File: src/rtl/common.sv
// Shared machine-word and data-bus types used across the pipeline.
package common;

  typedef logic [63:0] word_t;

  typedef enum logic [1:0] {
    MsizeB = 2'd0,
    MsizeH = 2'd1,
    MsizeW = 2'd2,
    MsizeD = 2'd3
  } msize_t;

  typedef struct packed {
    logic       valid;
    word_t      addr;
    msize_t     size;
    logic [7:0] strobe;
    word_t      data;
  } dbus_req_t;

  typedef struct packed {
    logic  data_ok;
    word_t data;
  } dbus_resp_t;

endpackage

File: src/rtl/pipes.sv
// Inter-stage payload types for the execute -> memory -> writeback path.
package pipes;
  import common::*;

  typedef logic [4:0] creg_addr_t;

  typedef struct packed {
    logic   regwrite;
    logic   memread;
    logic   memwrite;
    msize_t msize;
    logic   mem_unsigned;
    logic   nop_signal;
  } control_t;

  typedef struct packed {
    word_t      pc;
    control_t   ctl;
    creg_addr_t wa;
    word_t      result_alu;
    word_t      rs2;
  } execute_data_t;

  typedef struct packed {
    word_t      pc;
    control_t   ctl;
    creg_addr_t wa;
    word_t      result_alu;
    word_t      wd;
    logic       addr_31;
  } memory_data_t;

  // Bubble: everything zero except nop_signal, so writeback ignores it.
  function automatic memory_data_t bubble_md();
    memory_data_t m;
    m = '0;
    m.ctl.nop_signal = 1'b1;
    return m;
  endfunction

  function automatic memory_data_t to_mem(execute_data_t e, word_t wd);
    memory_data_t m;
    m.pc         = e.pc;
    m.ctl        = e.ctl;
    m.wa         = e.wa;
    m.result_alu = e.result_alu;
    m.wd         = wd;
    m.addr_31    = e.result_alu[31];
    return m;
  endfunction

endpackage

File: src/rtl/mem_align.sv
// Byte-lane alignment for the data bus: store shift/strobe and load shift/extend.
module mem_align
  import common::*;
(
  input  logic [2:0] offset,
  input  msize_t     size,
  input  logic       mem_unsigned,
  input  word_t      store_src,
  input  word_t      load_src,
  output word_t      store_data,
  output logic [7:0] store_strobe,
  output word_t      load_data
);

  logic [5:0] shamt;
  logic [7:0] base;
  word_t      raw;

  assign shamt = {offset, 3'b000};

  always_comb begin
    base      = 8'h00;
    load_data = '0;

    store_data = store_src << shamt;
    unique case (size)
      MsizeB: base = 8'h01;
      MsizeH: base = 8'h03;
      MsizeW: base = 8'h0f;
      MsizeD: base = 8'hff;
    endcase
    // Lanes past byte 7 fall off: misaligned accesses are truncated, not trapped.
    store_strobe = base << offset;

    raw = load_src >> shamt;
    unique case (size)
      MsizeB: load_data = mem_unsigned ? {56'b0, raw[7:0]} : {{56{raw[7]}}, raw[7:0]};
      MsizeH: load_data = mem_unsigned ? {48'b0, raw[15:0]} : {{48{raw[15]}}, raw[15:0]};
      MsizeW: load_data = mem_unsigned ? {32'b0, raw[31:0]} : {{32{raw[31]}}, raw[31:0]};
      MsizeD: load_data = raw;
    endcase
  end

endmodule

File: src/rtl/memory_access.sv
// Memory stage: issues one data-bus access per load/store and stalls upstream until data_ok.
module memory_access
  import common::*;
  import pipes::*;
(
  input  logic          clk,
  input  logic          reset,
  input  execute_data_t dataE,
  input  logic          in_valid,
  output logic          in_ready,
  output dbus_req_t     dreq,
  input  dbus_resp_t    dresp,
  output memory_data_t  dataM,
  output logic          stallM
);

  typedef enum logic [0:0] {StIdle, StWait} state_e;

  state_e        state_q;
  execute_data_t req_q;
  memory_data_t  data_m_q;

  word_t      store_data;
  logic [7:0] store_strobe;
  word_t      load_data;

  mem_align u_align (
    .offset       (req_q.result_alu[2:0]),
    .size         (req_q.ctl.msize),
    .mem_unsigned (req_q.ctl.mem_unsigned),
    .store_src    (req_q.rs2),
    .load_src     (dresp.data),
    .store_data   (store_data),
    .store_strobe (store_strobe),
    .load_data    (load_data)
  );

  always_ff @(posedge clk or posedge reset) begin
    if (reset) begin
      state_q  <= StIdle;
      req_q    <= '0;
      data_m_q <= bubble_md();
    end else begin
      unique case (state_q)
        StIdle: begin
          if (in_valid && !dataE.ctl.nop_signal) begin
            if (dataE.ctl.memread || dataE.ctl.memwrite) begin
              req_q    <= dataE;
              data_m_q <= bubble_md();
              state_q  <= StWait;
            end else begin
              data_m_q <= to_mem(dataE, '0);
            end
          end else begin
            data_m_q <= bubble_md();
          end
        end
        StWait: begin
          // New instructions presented here are held upstream by stallM.
          if (dresp.data_ok) begin
            data_m_q <= to_mem(req_q, req_q.ctl.memread ? load_data : '0);
            state_q  <= StIdle;
          end else begin
            data_m_q <= bubble_md();
          end
        end
      endcase
    end
  end

  always_comb begin
    dreq        = '0;
    dreq.valid  = (state_q == StWait);
    dreq.addr   = req_q.result_alu;
    dreq.size   = req_q.ctl.msize;
    dreq.strobe = req_q.ctl.memwrite ? store_strobe : 8'h00;
    dreq.data   = store_data;
  end

  assign in_ready = (state_q == StIdle);
  assign stallM   = (state_q == StWait);
  assign dataM    = data_m_q;

endmodule

File: config.mk
export PLATFORM = sky130hd
export DESIGN_NAME = memory_access
export DESIGN_NICKNAME = d
export VERILOG_FILES = /design/src/rtl/common.sv /design/src/rtl/pipes.sv /design/src/rtl/mem_align.sv /design/src/rtl/memory_access.sv
export SDC_FILE = /design/constraint.sdc
export NUM_CORES = 1
export LEC_CHECK = 0
export ABC_AREA = 1
export BUFFER_PORTS_ARGS = -buffer_cell sky130_fd_sc_hd__buf_2
export CORE_MARGIN = 2
export CORE_UTILIZATION = 35
export CTS_CLUSTER_DIAMETER = 40
export DETAILED_ROUTE_END_ITERATION = 10
export PLACE_DENSITY = 0.72
export SETUP_SLACK_MARGIN = 0.02
export SLEW_MARGIN = 20
export SYNTH_ARGS = -nofsm -noshare
export SYNTH_HDL_FRONTEND = slang
export SYNTH_SLANG_ARGS = --single-unit
File: constraint.sdc
create_clock -name clk -period 12.1 [get_ports clk]
set_input_delay 0.605 -clock clk [delete_from_list [all_inputs] [get_ports clk]]
set_output_delay 0.605 -clock clk [all_outputs]
set_load 0.02 [all_outputs]
==> impl_metrics.yaml <==
run_status:
  run_status: "completed"
floorplan:
  initial_utilization: 0.3554
  dieArea_um2: 56750
  num_io_pins: 618
  core_um2: 54030
  die_h_um: 238.2
  die_w_um: 238.2
  fp-row-count: 85
drt:
  drt-total-wl_um: 70280
  drtIter0Drc: 1643
  avgViaCountPerCell: 4.928
  antenna_left: 0
  wire_per_inst_um: 19.18
  vias: 18060
  route.detailed.drc: 0
  drt_pre_antenna_iters: 5
logic_synthesis:
  ys_ff_latch: 409
  synth_most_common_cell: "nand2_1"
  yosysWarnings: 0
  synth_cell_types: 35
  ys_top_cells_by_count: "nand2_1 (880), dfrtp_1 (408), o21ai_0 (292)"
  synthArstFlopShare: 1.000
  syn_area_per_cell_um2: 7.944
  synth_nets: 2689
  syn_area_um2: 19200
  synthTopCellsByArea: "dfrtp_1 (53%), nand2_1 (17%), o21ai_0 (7.6%)"
  ys_seq_area_frac: 0.5331
  ys.flop_type: "dfrtp_1"
  synth_top_area_cell: "dfrtp_1"
  synth-edff-count: 0
  yosys.area.top_type_share: 0.5317
  synthCells: 2417
setup_path:
  worst_path_max_delay_cell: "clkinv_2"
  endpoint_kind: "primary output"
  worstSetupStartpointType: "flip-flop"
  cp_data_required_time_ns: 11.49
  path_class: "flip-flop to primary output"
  path_cells: "clkinv_2 -> buf_4 -> nor2_4 -> nand2_1 -> o21ai_0 -> inv_1 -> o21ai_0 -> buf_2"
  path_common_cell: "o21ai_0"
  path_delay_family: "buffers and inverters"
  crit_buf_inv: 4
  path_max_fanout: 68
  critical-path-max-stage-delay_ns: 0.65
  worstPathArrival_ns: 3.76
sta:
  fmax_mhz: 229.1
  setup_viol: 0
  fin_tns_setup_ns: 0
  fin_crit_ns: 4.365
  hold_viol: 0
  grt_setup_unrepaired: "no"
  relSlewSlack: 0.2983
  fin_worst_skew_ns: 0.02591
  min_period_over_period: 0.3607
  slew_violations: 0
  tightest_slew_ns: 1.051
grt:
  track_usage: 0.2417
  grt_pass1_wl_um: 103900
  antenna_found_initial: 19
  grt.overflow.total: 0
  grt_max_degree: 167
  grt_pass1_vias: 17340
clock_network:
  post-cts-setup-buffer-count: 0
  cts_hold_buf: 0
  clkTransAtPathRegs_ns: 0.06
  worstSkewPairLatency_ns: 0.60
  cts_inserted_buffers: 73
  cts_tree: "yes"
  cts_resized: 0
  clockRootBuffer: "clkbuf_16"
  cts_buffer_depth: 3
  clock_sinks: 409
  htree_levels: 3
place:
  numPortBuffers: 617
  gp_congestion: 0.9771
  hpwl_um: 50190
  dp.cells: 3525
power_and_ir_drop:
  power_density_nw_per_um2: 207.1
  leakage_nw: 13.95
  max-vdd-ir-drop_v: 0.0001662
final_layout:
  area_growth_pct: 28.47
  final_cells: 3664
  nNetsFinal: 3176
  drive_gt1_frac: 0.2665
  n_fill_cell: 5283
flow_run:
  maxCapViolCount: 0
min_path:
  hp-class: "primary input to asynchronous set/reset pin"
final timing paths:
| check | cells after the start | startpoint | end | slack (ns) |
|---|---|---|---|---|
| max in group asynchronous | 4 | reset | req_q[62] | 9.65 |
| worst min register to register | 2 | req_q[168] | dataM[169] | 0.47 |
| worst min-delay path | 2 | reset | dreq[102] | 0.19 |
| worst max register to register | 9 | dreq[75] | dataM[22] | 8.58 |
| worst max-delay path | 8 | dreq[75] | dreq[48] | 7.74 |
| min in group clk | 3 | dataE[4] | req_q[4] | 0.21 |
layer usage:
metal,global-route usage,vias to the layer above,part of all wire
met2,0.3940,922,0.47
met1,0.2851,8410,0.37
met3,0.07878,193,0.10
met5,0,-,0.0024
met4,0.1250,26,0.051
li1,-,8504,-
cell type report:
class | instances | area, µm² | area share
clock buffer | 85 | 1902 | 0.07710
sequential | 409 | 10240 | 0.4152
clock inverter | 47 | 659.4 | 0.02673
antenna | 7 | 17.52 | 0.0007101
tap | 696 | 870.8 | 0.03530
inverter | 227 | 873.3 | 0.03540
timing repair buffer | 635 | 3236 | 0.1312
multi-input combinational | 1558 | 6867 | 0.2784
through the flow:
stage          instance area [µm²]  hold slack, ns    util  setup WS [ns]  power, mW
3_3_place_gp                 22090          0.4618  0.4088          8.426      3.003
5_1_grt                      24650          0.1806  0.4563          7.540      5.361
6_report                     24670          0.1860  0.4566          7.735      5.109
3_5_place_dp                 22090          0.4684  0.4088          8.416      3.020
4_1_cts                      24650          0.1600  0.4563          7.767      5.138
2_1_floorplan                19200          0.4422       -         0.1171      2.614
report_power, final:
group	switching, mW	internal (mW)
combinational	0.932	0.389
sequential	0.135	1.55
clock	0.770	1.33
cells by family after synthesis:
family,share of synthesized area
buffers and inverters,0.1101
flip-flops,0.5331
multiplexers,0.01251
AO/OA/AOI/OAI,0.1155
AND/OR/NAND/NOR,0.2288
cells in the final DEF (no fill, tap or decap), types with 6 or more instances in the layout:
cell type   Yosys  routed
o21ai_1       105     105
clkbuf_16       0      73
nand3_1       137     136
clkbuf_1       65       9
inv_1         221     218
bufinv_16       0       8
inv_6           0       8
dfrtp_1       408     405
clkinv_2        1      14
nand2_1       880     879
nand2_2         6       7
buf_2          50     617
buf_4          78      17
nor2_1         56      56
clkinvlp_4      0       6
mux2i_1        24      24
diode_2         0       7
a21oi_1        30      30
o21ai_0       292     292
flip-flops by register name (all words and copies together) (netlist names):
name and cells:
req_q 138, stallM 1, dreq 66, dataM 204
worst register-to-register path, delay by kind of cell (launching register included):
kind | cells | cell delay (ns)
AO/OA/AOI/OAI | 1 | 0.26
flip-flops | 1 | 0.53
buffers and inverters | 3 | 1.32
AND/OR/NAND/NOR | 5 | 1.29
Power figures use the tool's default switching activity.
